--- config.mk ---
export PLATFORM = sky130hd
export DESIGN_NAME = seq_detector_param
export DESIGN_NICKNAME = d
export VERILOG_FILES = /design/src/rtl/seq_detector_param.sv
export SDC_FILE = /design/constraint.sdc
export NUM_CORES = 1
export LEC_CHECK = 0
export BUFFER_PORTS_ARGS = -buffer_cell sky130_fd_sc_hd__buf_2
export CAP_MARGIN = 15
export CORE_ASPECT_RATIO = 1.4
export CORE_MARGIN = 8
export CORE_UTILIZATION = 55
export CTS_CLUSTER_DIAMETER = 40
export CTS_CLUSTER_SIZE = 25
export DETAILED_ROUTE_END_ITERATION = 8
export PLACE_DENSITY = 0.78
export SETUP_SLACK_MARGIN = 0.5
export SLEW_MARGIN = 20
export SYNTH_ARGS = -nofsm -noshare
export SYNTH_HDL_FRONTEND = slang
export SYNTH_SLANG_ARGS = --single-unit
export TNS_END_PERCENT = 10
--- constraint.sdc ---
create_clock -name clk -period 3.75 [get_ports clk]
set_input_delay 0.1875 -clock clk [delete_from_list [all_inputs] [get_ports clk]]
set_output_delay 0.1875 -clock clk [all_outputs]
set_load 0.1 [all_outputs]
--- src/rtl/seq_detector_param.sv ---
`default_nettype none
// ============================================================================
// Module      : seq_detector_param
// Description : Run-time configurable serial pattern detector. A PAT_W-bit
//               history register collects valid input bits; when the newest
//               len bits equal the active pattern a registered match pulse
//               is produced and a saturating match counter advances.
//               Overlapping or non-overlapping matching is selectable.
// Ports       : clk          - sole clock, rising edge
//               reset        - synchronous active-high reset
//               din          - serial data bit
//               din_valid    - din qualifier
//               cfg_load     - one-cycle request to load a new configuration
//               cfg_pattern  - new pattern (bit cfg_len-1 oldest, bit 0 newest)
//               cfg_len      - new pattern length (1..PAT_W)
//               cfg_overlap  - 1 = overlapping matches
//               cnt_clr      - synchronous clear of match_count
//               y            - registered match pulse
//               match_count  - saturating match counter
//               armed        - history holds at least len-1 valid bits
//               cfg_err      - pulse after a rejected cfg_load
// Revision    : 1.0 - initial release
// ============================================================================
module seq_detector_param #(
    parameter int               PAT_W       = 8,
    parameter int               LEN_W       = 4,
    parameter int               CNT_W       = 8,
    parameter logic [PAT_W-1:0] DEF_PATTERN = PAT_W'(8'b0000_0101),
    parameter logic [LEN_W-1:0] DEF_LEN     = LEN_W'(4),
    parameter logic             DEF_OVERLAP = 1'b1
) (
    input  wire logic             clk,
    input  wire logic             reset,
    input  wire logic             din,
    input  wire logic             din_valid,
    input  wire logic             cfg_load,
    input  wire logic [PAT_W-1:0] cfg_pattern,
    input  wire logic [LEN_W-1:0] cfg_len,
    input  wire logic             cfg_overlap,
    input  wire logic             cnt_clr,
    output logic                  y,
    output logic [CNT_W-1:0]      match_count,
    output logic                  armed,
    output logic                  cfg_err
);

    typedef enum logic [0:0] {
        S_FILL  = 1'b0,
        S_ARMED = 1'b1
    } state_t;

    localparam logic [LEN_W:0] c_MAX_LEN   = (LEN_W+1)'(PAT_W);
    // A one-bit pattern needs no history, so it is armed straight out of reset.
    localparam state_t         c_RST_STATE = (DEF_LEN == LEN_W'(1)) ? S_ARMED : S_FILL;

    state_t             r_state,   w_state_nxt;
    logic [PAT_W-1:0]   r_pattern, w_pattern_nxt;
    logic [LEN_W-1:0]   r_len,     w_len_nxt;
    logic               r_overlap, w_overlap_nxt;
    logic [PAT_W-1:0]   r_hist,    w_hist_nxt;
    logic [LEN_W-1:0]   r_fill,    w_fill_nxt;
    logic [CNT_W-1:0]   r_cnt,     w_cnt_nxt;
    logic               r_y;
    logic               r_cfg_err, w_cfg_err_nxt;

    logic [PAT_W-1:0]   w_window;
    logic [PAT_W-1:0]   w_mask;
    logic               w_match;
    logic               w_cfg_ok;

    // Window seen by the comparator: stored history plus the bit arriving now.
    assign w_window = {r_hist[PAT_W-2:0], din};
    assign w_cfg_ok = (cfg_len != '0) && ({1'b0, cfg_len} <= c_MAX_LEN);

    always_comb begin
        w_mask = '0;
        for (int i = 0; i < PAT_W; i++) begin
            w_mask[i] = (i < int'(r_len));
        end
    end

    // A configuration load in the same cycle discards the incoming bit.
    assign w_match = din_valid && !cfg_load && (r_state == S_ARMED) &&
                     (((w_window ^ r_pattern) & w_mask) == '0);

    always_comb begin
        w_pattern_nxt = r_pattern;
        w_len_nxt     = r_len;
        w_overlap_nxt = r_overlap;
        w_hist_nxt    = r_hist;
        w_fill_nxt    = r_fill;
        w_cfg_err_nxt = 1'b0;
        w_cnt_nxt     = r_cnt;

        if (cfg_load) begin
            if (w_cfg_ok) begin
                w_pattern_nxt = cfg_pattern;
                w_len_nxt     = cfg_len;
                w_overlap_nxt = cfg_overlap;
                w_hist_nxt    = '0;
                w_fill_nxt    = '0;
            end else begin
                w_cfg_err_nxt = 1'b1;
            end
        end else if (din_valid) begin
            w_hist_nxt = w_window;
            if (w_match && !r_overlap) begin
                // The matching bit must not contribute to the next match.
                w_fill_nxt = '0;
            end else if (r_fill != r_len) begin
                w_fill_nxt = r_fill + LEN_W'(1);
            end
        end

        // ARMED once one more bit would complete a full-length window.
        if (({1'b0, w_fill_nxt} + (LEN_W+1)'(1)) >= {1'b0, w_len_nxt}) begin
            w_state_nxt = S_ARMED;
        end else begin
            w_state_nxt = S_FILL;
        end

        if (cnt_clr) begin
            w_cnt_nxt = w_match ? CNT_W'(1) : '0;
        end else if (w_match && (r_cnt != '1)) begin
            w_cnt_nxt = r_cnt + CNT_W'(1);
        end
    end

    always_ff @(posedge clk) begin
        if (reset) begin
            r_state   <= c_RST_STATE;
            r_pattern <= DEF_PATTERN;
            r_len     <= DEF_LEN;
            r_overlap <= DEF_OVERLAP;
            r_hist    <= '0;
            r_fill    <= '0;
            r_cnt     <= '0;
            r_y       <= 1'b0;
            r_cfg_err <= 1'b0;
        end else begin
            r_state   <= w_state_nxt;
            r_pattern <= w_pattern_nxt;
            r_len     <= w_len_nxt;
            r_overlap <= w_overlap_nxt;
            r_hist    <= w_hist_nxt;
            r_fill    <= w_fill_nxt;
            r_cnt     <= w_cnt_nxt;
            r_y       <= w_match;
            r_cfg_err <= w_cfg_err_nxt;
        end
    end

    assign y           = r_y;
    assign match_count = r_cnt;
    assign armed       = (r_state == S_ARMED);
    assign cfg_err     = r_cfg_err;

endmodule
`default_nettype wire
==> flow_results.org, run 1 <==
** Global route
- Overall track demand over capacity in global routing :: approximately 16%
- Global routing finished with a remaining overflow of 0.
- Pin count of the biggest net entering global routing :: 32
- Number of global-route vias before repair :: roughly 1600
- Antenna violations before repair :: 0
- The first global-routing pass estimated approximately 7000 um of wire.

** Clock tree
- After clock tree synthesis, the clock-pin slew on the worst setup and hold paths is about 70 ps.
- Buffers inserted to repair hold after CTS numbered 0.
- Setup Buffers After CTS :: 0
- The clock net in this run drives a total of 35 sinks.
- Clock Latency Late Sink :: 290 ps
- Clk buf depth :: 2
- Total number of H-tree levels :: 2
- Post-cts resize count :: 0
- TritonCTS created 5 clock buffers.
- Root buffer cell :: clkbuf_8
- TritonCTS clock tree :: built

** Final layout
- 0 antenna diodes ended up in the layout.
- Layout cells sized above 1 :: around a fifth
- Relative to the synthesized area, the layout overhead comes to 12.0%.
- Final layout net count :: around 280
- Area occupied by multi-input gates :: between 1000 and 1500 um^2
- For this run, the share of the core covered by cells in the final layout is between 60% and 70%.
- Registers take around 700 um^2.
- Once layout is complete, the cells apart from fillers number 292.
- The filler cells instantiated in the layout total 315.

** Placement
- Input and output buffers added on the ports amount to 29.
- RD Place Congestion :: around 0.8
- Total placed cells including tap cells :: between 200 and 300
- Detailed placement ended at an HPWL of 3070 um.

** Worst setup path
- Counting cells, the worst reg-to-reg path comes to 11.
- Path type of the worst setup path :: reg2reg
- At the worst endpoint, the required time is 3900 ps.
- Along the worst path, the maximum fanout reaches 8.
- The worst setup path is launched from a register.
- Arrival time at the worst endpoint :: roughly 3200 ps
- Crit path capture type :: register

** Synth
- In this run the cell area of the synthesized design comes to approximately 1900 um^2.
- Synthesis handed over a netlist of around 230 instances.
- Yosys warns :: 0
- Async set-or-reset flop fraction in the synthesized netlist :: 0%
- Count of unique library cells instantiated by Yosys :: 44
- For this run, the register share of the synthesized area comes to 37.3%.
- By area the synthesized netlist is led by dfxtp_1 (37%), nand2_1 (7.2%), a21oi_1 (5.1%).
- In this run, synthesis produced a sequential element count of 35.
- In the synthesized netlist the dominant register cell turns out to be dfxtp_1.
- Library cell with the largest summed area after synthesis :: dfxtp_1
- In this run the biggest area consumer among cell types represents between 30% and 40% of the synthesized area.
- The synthesized design contains 0 enable-type register cells.
- Synth Net Count :: around 250
- A synthesized cell averages approximately 8.4 um^2.

** Timing
- Clock Skews :: 4.59 ps
- In this run the tightest slew margin relative to its limit is roughly 52%.
- Count of endpoints failing setup in the final report :: 0
- Setup TNS :: 0 ps
- Share of the clock period used by the worst path :: 82.4%
- Final hold analysis gives a worst-case slack of between 100 and 150 ps.
- The number of max-slew violations in the final report is 0.
- At the pin with the least slew margin, the transition time is a little over 700 ps.
- Final hold vios :: 0
- Setup repair after global routing left no endpoint under its margin.
- Max frequency :: ~0.32 GHz
- The routed design could run at a clock period as short as between 3000 and 4000 ps.

** Route
- The routed layout has ~1700 vias.
- The first routing iteration left 83 violations.
- Antenna violation net count after detailed routing :: 0
- In the routed layout, each cell is associated on average with a via count of around 5.7.
- Routed wirelength normalized by instance count :: 14.5 um
- Wirelength, routed :: around 4200 um
- TritonRoute pass-1 iters :: 4
- Remaining design rule violation count :: 0

** Flow run
- Number of max-cap violations :: 0

** Die
- Floorplan core area :: around 3300 um^2
- Cell Rows :: 25
- In this run the vertical extent of the chip is 85.2 um.
- Horizontal extent of the die :: 65.4 um
- Starting utilization of the core area :: around 57%
- Number of I/O pins :: 30
- Total Die Area :: between 5000 and 6000 um^2

** Status
- The flow ran to the end, and the final reports show no timing, DRC or antenna violations.

** Power
- Peak VDD IR :: 269 uV
- Power density over the cells :: approximately 370 nW/um^2
- Summed over all cells, the static leakage comes to 0.896 nW.
- The design draws 0.000769 W.

** Min path
- Depth of the worst hold-timing path :: 3
- Worst hold-check path type :: in2reg
## cell usage after synthesis (4+ instances only)
| cell | instances |
|---|---|
| a21oi_1 | 19 |
| xnor2_1 | 7 |
| inv_1 | 6 |
| clkbuf_1 | 6 |
| dfxtp_1 | 35 |
| nand3_1 | 10 |
| nor2b_1 | 4 |
| xor2_1 | 8 |
| o21ai_0 | 5 |
| nand2b_1 | 7 |
| nand3b_1 | 4 |
| nand4_1 | 4 |
| nand2_1 | 36 |
| nor2_1 | 13 |
| nor3_1 | 5 |
| ha_1 | 7 |
| mux2i_1 | 4 |
## registers in the layout (all words and copies together), names as in the netlist
name         flops
r_hist           7
cfg_err          1
r_len            4
r_pattern        8
match_count      8
armed            1
y                1
r_overlap        1
r_fill           4
## layout make-up
| cell class | instances | share of cell area (%) |
|---|---|---|
| timing repair buffer | 30 | 7.25 |
| multi-input combinational | 174 | 51.9 |
| clock buffer | 6 | 3.92 |
| tap | 40 | 2.38 |
| clock inverter | 1 | 0.238 |
| sequential | 35 | 33.3 |
| inverter | 6 | 1.07 |
## final timing paths
kind | from | end | slack (ps)
hold reg to reg | r_pattern[5]$_SDFFE_PP0P_ | r_pattern[5]$_SDFFE_PP0P_ | 480
setup reg to reg | r_len[1]$_SDFF_PP0_ | armed$_SDFF_PP0_ | 660
hold / removal | cfg_pattern[0] | r_pattern[0]$_SDFFE_PP1P_ | 100
setup / recovery | r_len[1]$_SDFF_PP0_ | armed$_SDFF_PP0_ | 660
## power breakdown
| group | internal, W | switching, W | total (W) |
|---|---|---|---|
| Clock | 0.000144 | 0.000133 | 0.000277 |
| Sequential | 0.000383 | 0.0000107 | 0.000394 |
| Combinational | 0.0000385 | 0.0000599 | 0.0000983 |
## cells by family (layout without fill, tap and decap cells)
logic type / Yosys count / after routing / share of synthesized area, %
muxes: 7 / 7 / 3.93
AOI/OAI and AO/OA: 43 / 43 / 14.6
xor gates and xnor gates: 15 / 15 / 6.99
and+or+nand+nor: 102 / 102 / 27.9
adders and majority gates: 7 / 7 / 4.66
buffers and inverters: 16 / 43 / 4.66
DFF: 35 / 35 / 37.3
## through the flow
step,setup slack (ps),area [um^2]
finish,660,2110
global route,547,2110
CTS,670,2110
detailed placement,672,2020
global placement,801,2020
floorplan,712,1880
## cell usage in the layout, fill, tap and decap left out, types with 2 or more instances in the layout
master	n
nand2_1	36
dfxtp_1	35
buf_2	29
a21oi_1	19
nor2_1	13
nand3_1	10
xor2_1	8
nand2b_1	7
xnor2_1	7
ha_1	7
inv_1	6
clkbuf_8	6
nor3_1	5
o21ai_0	5
mux2i_1	4
nand4_1	4
nor2b_1	4
nand3b_1	4
mux2_2	3
and3_1	3
a211oi_1	3
or3_1	3
or4_1	3
and2_1	3
o31ai_1	2
a22oi_1	2
or2_2	2
a21o_1	2
## metal layers
| layer | routed length [um] | part of all wire, % | track usage, % |
|---|---|---|---|
| met3 | 219 | 5.2 | 5.14 |
| met4 | 100 | 2.4 | 8.57 |
| met5 | 0 | 0 | 0 |
| met1 | 1790 | 42 | 17.2 |
| met2 | 2120 | 50 | 27.7 |
## worst max-delay path, cell delays in order (launching register included)
cell and delay (ps):
dfxtp_1 380, or4_1 510, a222oi_1 310, and3_2 260, and2_1 240, nor2_1 130
ha_1 320, ha_1 270, a21o_1 150, a21o_1 170, a21oi_1 130, o32ai_1 90
Power figures use the tool's default switching activity.
==> run 2, diff against run 1 <==
Settings changed: ABC_AREA set to 1, PLACE_DENSITY 0.78 to 0.77.
Clock period 3.75 ns to 3.1 ns, I/O delays scaled along.
==> flow_results.org, run 2 <==
** Placement
- RD Place Congestion :: 0.918
- Half-perimeter wire length of the detailed placement result :: ~3800 um
- Total placed cells including tap cells :: 370
- Count of port buffers added during placement :: 29
- Pre-CTS worst setup slack :: ~400 ps

** Timing
- Setup repair after global routing left no endpoint under its margin.
- Worst relative slew slack :: roughly two thirds
- Summed over all failing endpoints, the final setup total negative slack is 0 ps.
- The number of hold violations in the final report came to 0.
- Setup slack closes at 565 ps.
- Share of the clock period used by the worst path :: 81.8%
- Count of endpoints failing setup in the final report :: 0
- At the pin with the least slew margin, the transition time is approximately 490 ps.
- Clock Skews :: around 13 ps
- Derived from the worst setup path, the maximum achievable clock frequency is between 0.3 and 0.4 GHz.
- Min Tclk post-route :: ~2500 ps
- The number of max-slew violations in the final report is 0.
- On the final layout, the worst hold slack is roughly 44 ps.

** Final layout
- In the final layout, the share of cells above drive strength 1 is 26.5%.
- Across the whole layout, storage elements account for roughly 730 um^2.
- Leading cell type in the layout, fill and taps excluded :: nand2_1
- Diodes inserted :: 0
- The final layout contains 364 nets.
- Summing all multi-input logic gate instances after layout gives around 1200 um^2.
- Area growth syn-to-layout :: 22.4%
- The top cell types in the final layout, fill and taps aside, are nand2_1 (76), inv_1 (44), buf_2 (29).
- Filler cell count in the final layout :: ~330
- Post-route insts no fill :: 381

** Clock tree
- CTS saw 35 sinks.
- Clock Latency Late Sink :: roughly 300 ps
- The number of hold buffers added after CTS was 0.
- CTS Buf Count :: 5
- Root buffer cell :: clkbuf_8
- Total number of H-tree levels :: 2
- Register clock-pin slew on the reported worst setup and hold paths :: about 90 ps
- TritonCTS built the clock tree.
- Counting along the longest clock path gives a buffer depth of 2.

** Synth
- Synthesis produced a netlist with a net count of 330.
- After synthesis, the most frequently instantiated cells are nand2_1 (85), inv_1 (49), dfxtp_1 (35), nor2_1 (30), a21oi_1 (18).
- Yosys attributes the largest share of cell area to dfxtp_1 (35%), nand2_1 (16%), inv_1 (9.2%).
- Yosys top cell area share :: between 30% and 40%
- In this run, synthesis inferred 0 flip-flops with an integrated enable.
- Library cell with the largest summed area after synthesis :: dfxtp_1
- In the synthesized netlist the async set-or-reset flop fraction comes to 0%.
- After synthesis, the netlist uses 30 different library cells.
- After synthesis the cells add up to between 1500 and 2000 um^2.
- The Yosys step of the flow raised 0 warnings.
- Most instantiated library cell after synthesis :: nand2_1
- Number of flip-flops and latches in the synthesized netlist :: 35
- Averaged over all synthesized cells, the footprint is approximately 6.6 um^2.
- Synthesized instance count :: 304
- Sequential cells were found to cover 35.1% of the synthesized design area.
- The most used flip-flop cell after synthesis is dfxtp_1.

** Die
- Number of I/O pins :: 30
- The die covers between 5000 and 6000 um^2.
- In this run the vertical extent of the chip is 87.3 um.
- Starting utilization of the core area :: 55.7%
- The core region is approximately 3600 um^2.
- Cell Rows :: 26
- Horizontal extent of the die :: roughly 67 um

** Worst setup path
- CP Data Required Time :: about 3300 ps
- Largest fanout on the critical path :: 6
- Path type of the worst setup path :: reg2reg
- Data on the critical path arrives at its endpoint at about 2700 ps.
- The signal on the critical path passes through inv_1 > nand2_1 > nand2_1 > nor2_4 > nand3_2 > a21oi_2 > nand2_2 > a21oi_4 > ha_4 > ha_1 > a21boi_0 > o21a_1 > o21a_1 > o21ai_1 > o21ai_1.
- Grouping stages by cell kind, the critical path spends the most delay in compound AO/OA/AOI/OAI gates.
- On the worst path, the slowest cell contributes a delay of ~400 ps.
- Setup slack on the worst reg-to-reg path comes out at around 560 ps.
- CP Buf/Inv Count :: 1
- Startpoint class of the critical path :: register
- For this design, the slowest cell found on the critical path is dfxtp_4.
- Crit path capture type :: register

** Route
- Wirelength, routed :: around 5300 um
- Remaining design rule violation count :: 0
- Top layer reached by signal wires :: met4
- Vias :: around 2000
- Detailed routing placed a total of between 200 and 250 um of wire on met3.
- Via density :: around 5.3
- After detailed routing, the average wire length per cell comes to between 10 and 15 um.
- Met2 Routed Length :: ~2800 um
- TritonRoute pass-1 iters :: 5
- In the final routing, the length of wire on met1 measures ~2100 um.
- The detailed router finished its first iteration with between 150 and 200 violations.
- Antenna violation net count after detailed routing :: 0

** Power
- The analysis attributes to net switching a power of 0.000324 W.
- Proportion of total power due to net switching :: just under 30%
- Sequential cells account for approximately 44% of the total power.
- The clock network accounts for about two fifths of the total power.
- Power density over the cells :: ~450 nW/um^2
- Across the VDD grid, the largest voltage drop is between 300 and 400 uV.
- Internal Power :: between 0.0007 and 0.0008 W
- Combinational logic is responsible for 17.2% of the overall power.
- Total leakage power :: between 1 and 1.5 nW

** Status
- Run status :: finished clean

** Global route
- After global routing the overflow that remains totals 0.
- The initial antenna violation count was 0.
- Across every metal layer, demand over resource in global routing totals 19.0%.
- The first global-routing pass estimated between 8000 and 9000 um of wire.
- Entering global routing, the biggest net connects 18 pins.
- Number of global-route vias before repair :: roughly 2100

** Flow run
- Number of max-cap violations :: 0

** Min path
- The tightest min-delay check is of the in2reg type.
[run 2: area by class of cell]
| class | instances | area share [%] |
|---|---|---|
| Multi-Input combinational cell | 212 | 48.0 |
| Sequential cell | 35 | 29.9 |
| Inverter | 51 | 8.05 |
| Timing Repair Buffer | 33 | 7.18 |
| Clock buffer | 5 | 2.82 |
| Tap cell | 42 | 2.15 |
| Clock inverter | 3 | 1.95 |
[run 2: stage by stage]
stage / total power (W) / area (um^2) / util, %
5_1_grt: 0.00114 / 2440 / 68.2
3_3_place_gp: 0.000647 / 2180 / 60.8
3_5_place_dp: 0.000649 / 2180 / 60.8
2_1_floorplan: 0.000606 / 2000 / -
6_report: 0.00110 / 2440 / 68.2
4_1_cts: 0.00107 / 2310 / 64.6
[run 2: power groups by stage]
| stage | combinational (W) | sequential, W | clock (W) |
|---|---|---|---|
| 6_report | 0.000189 | 0.000479 | 0.000430 |
| 2_1_floorplan | 0.000107 | 0.000499 | 0 |
| 3_5_place_dp | 0.000160 | 0.000489 | 0 |
| 4_1_cts | 0.000163 | 0.000480 | 0.000431 |
| 5_1_grt | 0.000210 | 0.000481 | 0.000452 |
| 3_3_place_gp | 0.000158 | 0.000489 | 0 |
[run 2: worst reg2reg max path: stages, from the launching register on]
cell	delay (ps)
dfxtp_4	390
inv_1	80
nand2_1	80
nand2_1	80
nor2_4	130
nand3_2	100
a21oi_2	150
nand2_2	100
a21oi_4	190
ha_4	220
ha_1	260
a21boi_0	130
o21a_1	170
o21a_1	160
o21ai_1	120
o21ai_1	80
[run 2: final timing paths]
| kind | start | end | cells after the start |
|---|---|---|---|
| setup / recovery | r_fill[1]$_SDFF_PP0_ | armed$_SDFF_PP0_ | 15 |
| hold / removal | cfg_pattern[0] | r_pattern[0]$_SDFFE_PP1P_ | 3 |
| setup reg to reg | r_fill[1]$_SDFF_PP0_ | armed$_SDFF_PP0_ | 15 |
| hold reg to reg | r_pattern[1]$_SDFFE_PP0P_ | r_pattern[1]$_SDFFE_PP0P_ | 2 |
[run 2: kinds of logic after synthesis]
kind of cell / after synthesis / share of synthesized area [%]
compound gates: 50 / 14.1
xor+xnor: 5 / 2.20
buf+inv: 57 / 11.0
flops: 35 / 35.1
simple gates: 150 / 33.2
fa+ha+maj: 7 / 4.39
[run 2: per-layer routing]
| layer | up-vias | global-route usage [%] |
|---|---|---|
| li1 | 1024 | - |
| met1 | 927 | 19.5 |
| met3 | 20 | 3.99 |
| met5 | - | 0 |
| met4 | 0 | 8.40 |
| met2 | 57 | 35.3 |
[run 2: what timing repair did]
| item | 4_1_cts | 5_1_grt |
|---|---|---|
| pin swaps | 1 | 9 |
| endpoints found under the setup margin | 1 | 1 |
| setup buffers | 0 | 3 |
| endpoints found under the hold margin | 0 | 0 |
| gates resized for setup | 9 | 36 |
==> run 3, diff against run 2 <==
Clock period 3.1 ns to 2.45 ns, I/O delays scaled along.
==> flow_results.org, run 3 (same netlist as run 2, synthesis figures left out) <==
** Die
- Horizontal extent of the die :: approximately 67 um
- The floorplan has 26 rows.
- The die is 87.3 um tall.
- During I/O placement, the number of pins put on the boundary was 30.
- The floorplan step defined a die boundary enclosing ~5800 um^2.
- Starting utilization of the core area :: between 50% and 60%
- The core region is 3580 um^2.

** Clock tree
- The clock passes through at most 2 buffers.
- Buffers inserted to repair hold after CTS numbered 0.
- TritonCTS clock tree :: built
- The tree is rooted in a clkbuf_8.
- In this run, CTS created clock tree buffers numbering 5.
- Total number of H-tree levels :: 2
- The clock reaches the later pin of the worst-skew pair after 290 ps.
- Clock-pin slew was measured on the worst setup and hold paths at approximately 70 ps.
- The clock net in this run drives a total of 35 sinks.

** Timing
- The number of max-slew violations in the final report came to 0.
- Static timing analysis puts the maximum clock frequency at a little under 0.4 GHz.
- Setup WS post-layout :: -91.3 ps
- Of the available clock period, the critical path in the final layout requires 104%.
- Adding up every negative setup slack in the final design gives -91.3 ps.
- Setup violations remaining at the end of the flow were counted as 1.
- Setup repair after global routing could not meet its margin everywhere.
- Final hold vios :: 0
- Subtracting the final worst setup slack from the clock period gives between 2000 and 3000 ps.
- Clock Skews :: 8.17 ps
- At the pin with the least slew margin, the transition time is 543 ps.
- Measured against its own limit, the worst slew margin works out to ~63%.

** Worst setup path
- Crit path capture type :: register
- The worst register-to-register path ends at armed$_SDFF_PP0_.
- Cells on worst reg2reg path :: 13
- CP Data Required Time :: between 2000 and 3000 ps
- Highest-delay cell along the critical path :: dfxtp_2
- The startpoint identified for the worst register-to-register timing path is r_fill[1]$_SDFF_PP0_.
- Arrival time at the worst endpoint :: 2720 ps
- The signal on the critical path passes through buf_4 > ha_1 > nand2_2 > a21oi_2 > nand2_4 > a21oi_4 > ha_4 > ha_4 > a21boi_1 > o21a_1 > o21a_1 > o21ai_1 > o21ai_1.
- The worst setup path is launched from a register.
- Largest fanout on the critical path :: 4
- Worst path max stage delay :: 340 ps
- Path type of the worst setup path :: reg2reg
- Across all register-to-register paths, the minimum setup slack is -90 ps.

** Final layout
- With fillers left out, the area of the finished cells amounts to approximately 2600 um^2.
- Diodes inserted :: 0
- Storage cell area :: just over 700 um^2
- Filler cell count in the final layout :: between 200 and 300
- Area growth syn-to-layout :: 31.8%
- Leaving out fill and tap cells, the most frequent cell in the layout is nand2_1.
- Post-route insts no fill :: 400
- Final Util :: approximately three quarters
- At the end of the flow, the number of nets in the layout was 383.
- Area occupied by multi-input gates :: 1210 um^2
- Leaving out fill and tap cells, the most frequent cells in the layout are nand2_1 (72), inv_1 (43), buf_2 (29).
- Layout cells sized above 1 :: between 30% and 40%

** Placement
- Total placed cells including tap cells :: around 380
- Total cell area at the placement stage :: between 2000 and 2500 um^2
- Routability-driven placement finished with a final weighted congestion of approximately 0.9.
- Half-perimeter wire length of the detailed placement result :: 3790 um
- In this run the tool buffered the top-level ports with 29 buffer cells.

** Power
- Of the total power, the share spent switching nets is 27.6%.
- The analysis attributes to net switching a power of ~0.00041 W.
- The worst-case IR drop observed on VDD is approximately 460 uV.
- Dividing total power by cell area gives a power density of approximately 560 nW/um^2.
- Sequential cells account for between 40% and 50% of the total power.
- For this design the static power due to leakage is roughly 1.2 nW.
- Overall power consumption :: ~0.0015 W
- Share of total power in the clock network :: roughly 40%
- Internal power comes to approximately 0.0011 W.
- Combinational cells account for about a fifth of the total power.

** Global route
- Global-route met2 utilization :: 34.6%
- For met3 alone, demand over resource in global routing was about 4.0%.
- The number of global-route vias before repair is between 2000 and 2500.
- Pin count of the biggest net entering global routing :: 18
- Remaining Overflow, GRT :: 0
- Global-route wire length before repair :: ~9000 um
- The initial antenna violation count came to 0.
- In this run the most used layer during global routing was met2.
- Overall track demand over capacity in global routing :: approximately a fifth
- GR Layer Usage met1 :: a little over a fifth

** Min path
- Hold wc startpoint :: cfg_pattern[0]
- Worst hold-check path type :: in2reg
- Hold EP :: r_pattern[0]$_SDFFE_PP1P_
- Along the worst hold path, the cell count comes to 3.

** Status
- The checks that failed: negative setup slack.
- The flow ran to the end, but the final reports show violations.

** Route
- After detailed routing, the average wire length per cell comes to approximately 14 um.
- Wirelength, routed :: between 5000 and 6000 um
- Vias :: about 2200
- TritonRoute pass-1 iters :: 5
- Via density :: 5.43
- The first routing iteration left roughly 170 violations.
- In the routed design, unresolved DRC markers number 0.
- Antenna violation net count after detailed routing :: 0

** Flow run
- Max-cap violations in this run came to 0.
run 3: metal layers:
metal	vias up	wire length [um]
met2	89	2980
li1	1061	-
met1	999	2230
met5	-	0
met4	0	195
met3	21	313
run 3: worst max-delay path, delay by kind of cell (launching register included):
family	cells	cell delay, ps
AOI/OAI and AO/OA	7	1050
and+or+nand+nor	2	150
adders and majority gates	3	730
buffers and inverters	1	150
DFF	1	340
run 3: metrics by stage:
stage                     hold slack [ps]  worst slack [ps]
after global routing                 36.5              -205
after CTS                            29.0             -49.3
final                                32.3             -91.3
after global placement                322             -76.5
after floorplan                       236               102
after detailed placement              332              -177
run 3: repair_timing:
action,in CTS,in global routing
buffers inserted,6,3
endpoints found under the setup margin,1,2
cloned,0,0
gates resized for setup,15,31
pin swaps,8,19
run 3: layout make-up:
cell class / instances / area share [%]
Multi-Input combinational cell: 212 / 46.0
Clock inverter: 1 / 1.14
Sequential cell: 35 / 27.5
Timing Repair Buffer: 52 / 12.1
Inverter: 51 / 7.57
Tap cell: 42 / 2.00
Clock buffer: 7 / 3.71
run 3: worst max-delay path by stage:
stage / start / to / slack, ps / depth (start not counted)
finish: r_fill[1]$_SDFF_PP0_ / armed$_SDFF_PP0_ / -90 / 13
detailed placement: r_len[2]$_SDFF_PP1_ / armed$_SDFF_PP0_ / -180 / 16
CTS: r_len[2]$_SDFF_PP1_ / armed$_SDFF_PP0_ / -50 / 15
global placement: r_len[2]$_SDFF_PP1_ / armed$_SDFF_PP0_ / -80 / 16
global route: r_len[3]$_SDFF_PP0_ / armed$_SDFF_PP0_ / -210 / 18
floorplan: armed$_SDFF_PP0_ / armed$_SDFF_PP0_ / 100 / 14
run 3: power by group through the flow:
stage | Sequential, W | Clock, W | Combinational, W
global route | 0.000611 | 0.000608 | 0.000308
detailed placement | 0.000618 | 0 | 0.000222
finish | 0.000608 | 0.000584 | 0.000280
global placement | 0.000618 | 0 | 0.000217
CTS | 0.000606 | 0.000591 | 0.000237
floorplan | 0.000632 | 0 | 0.000138
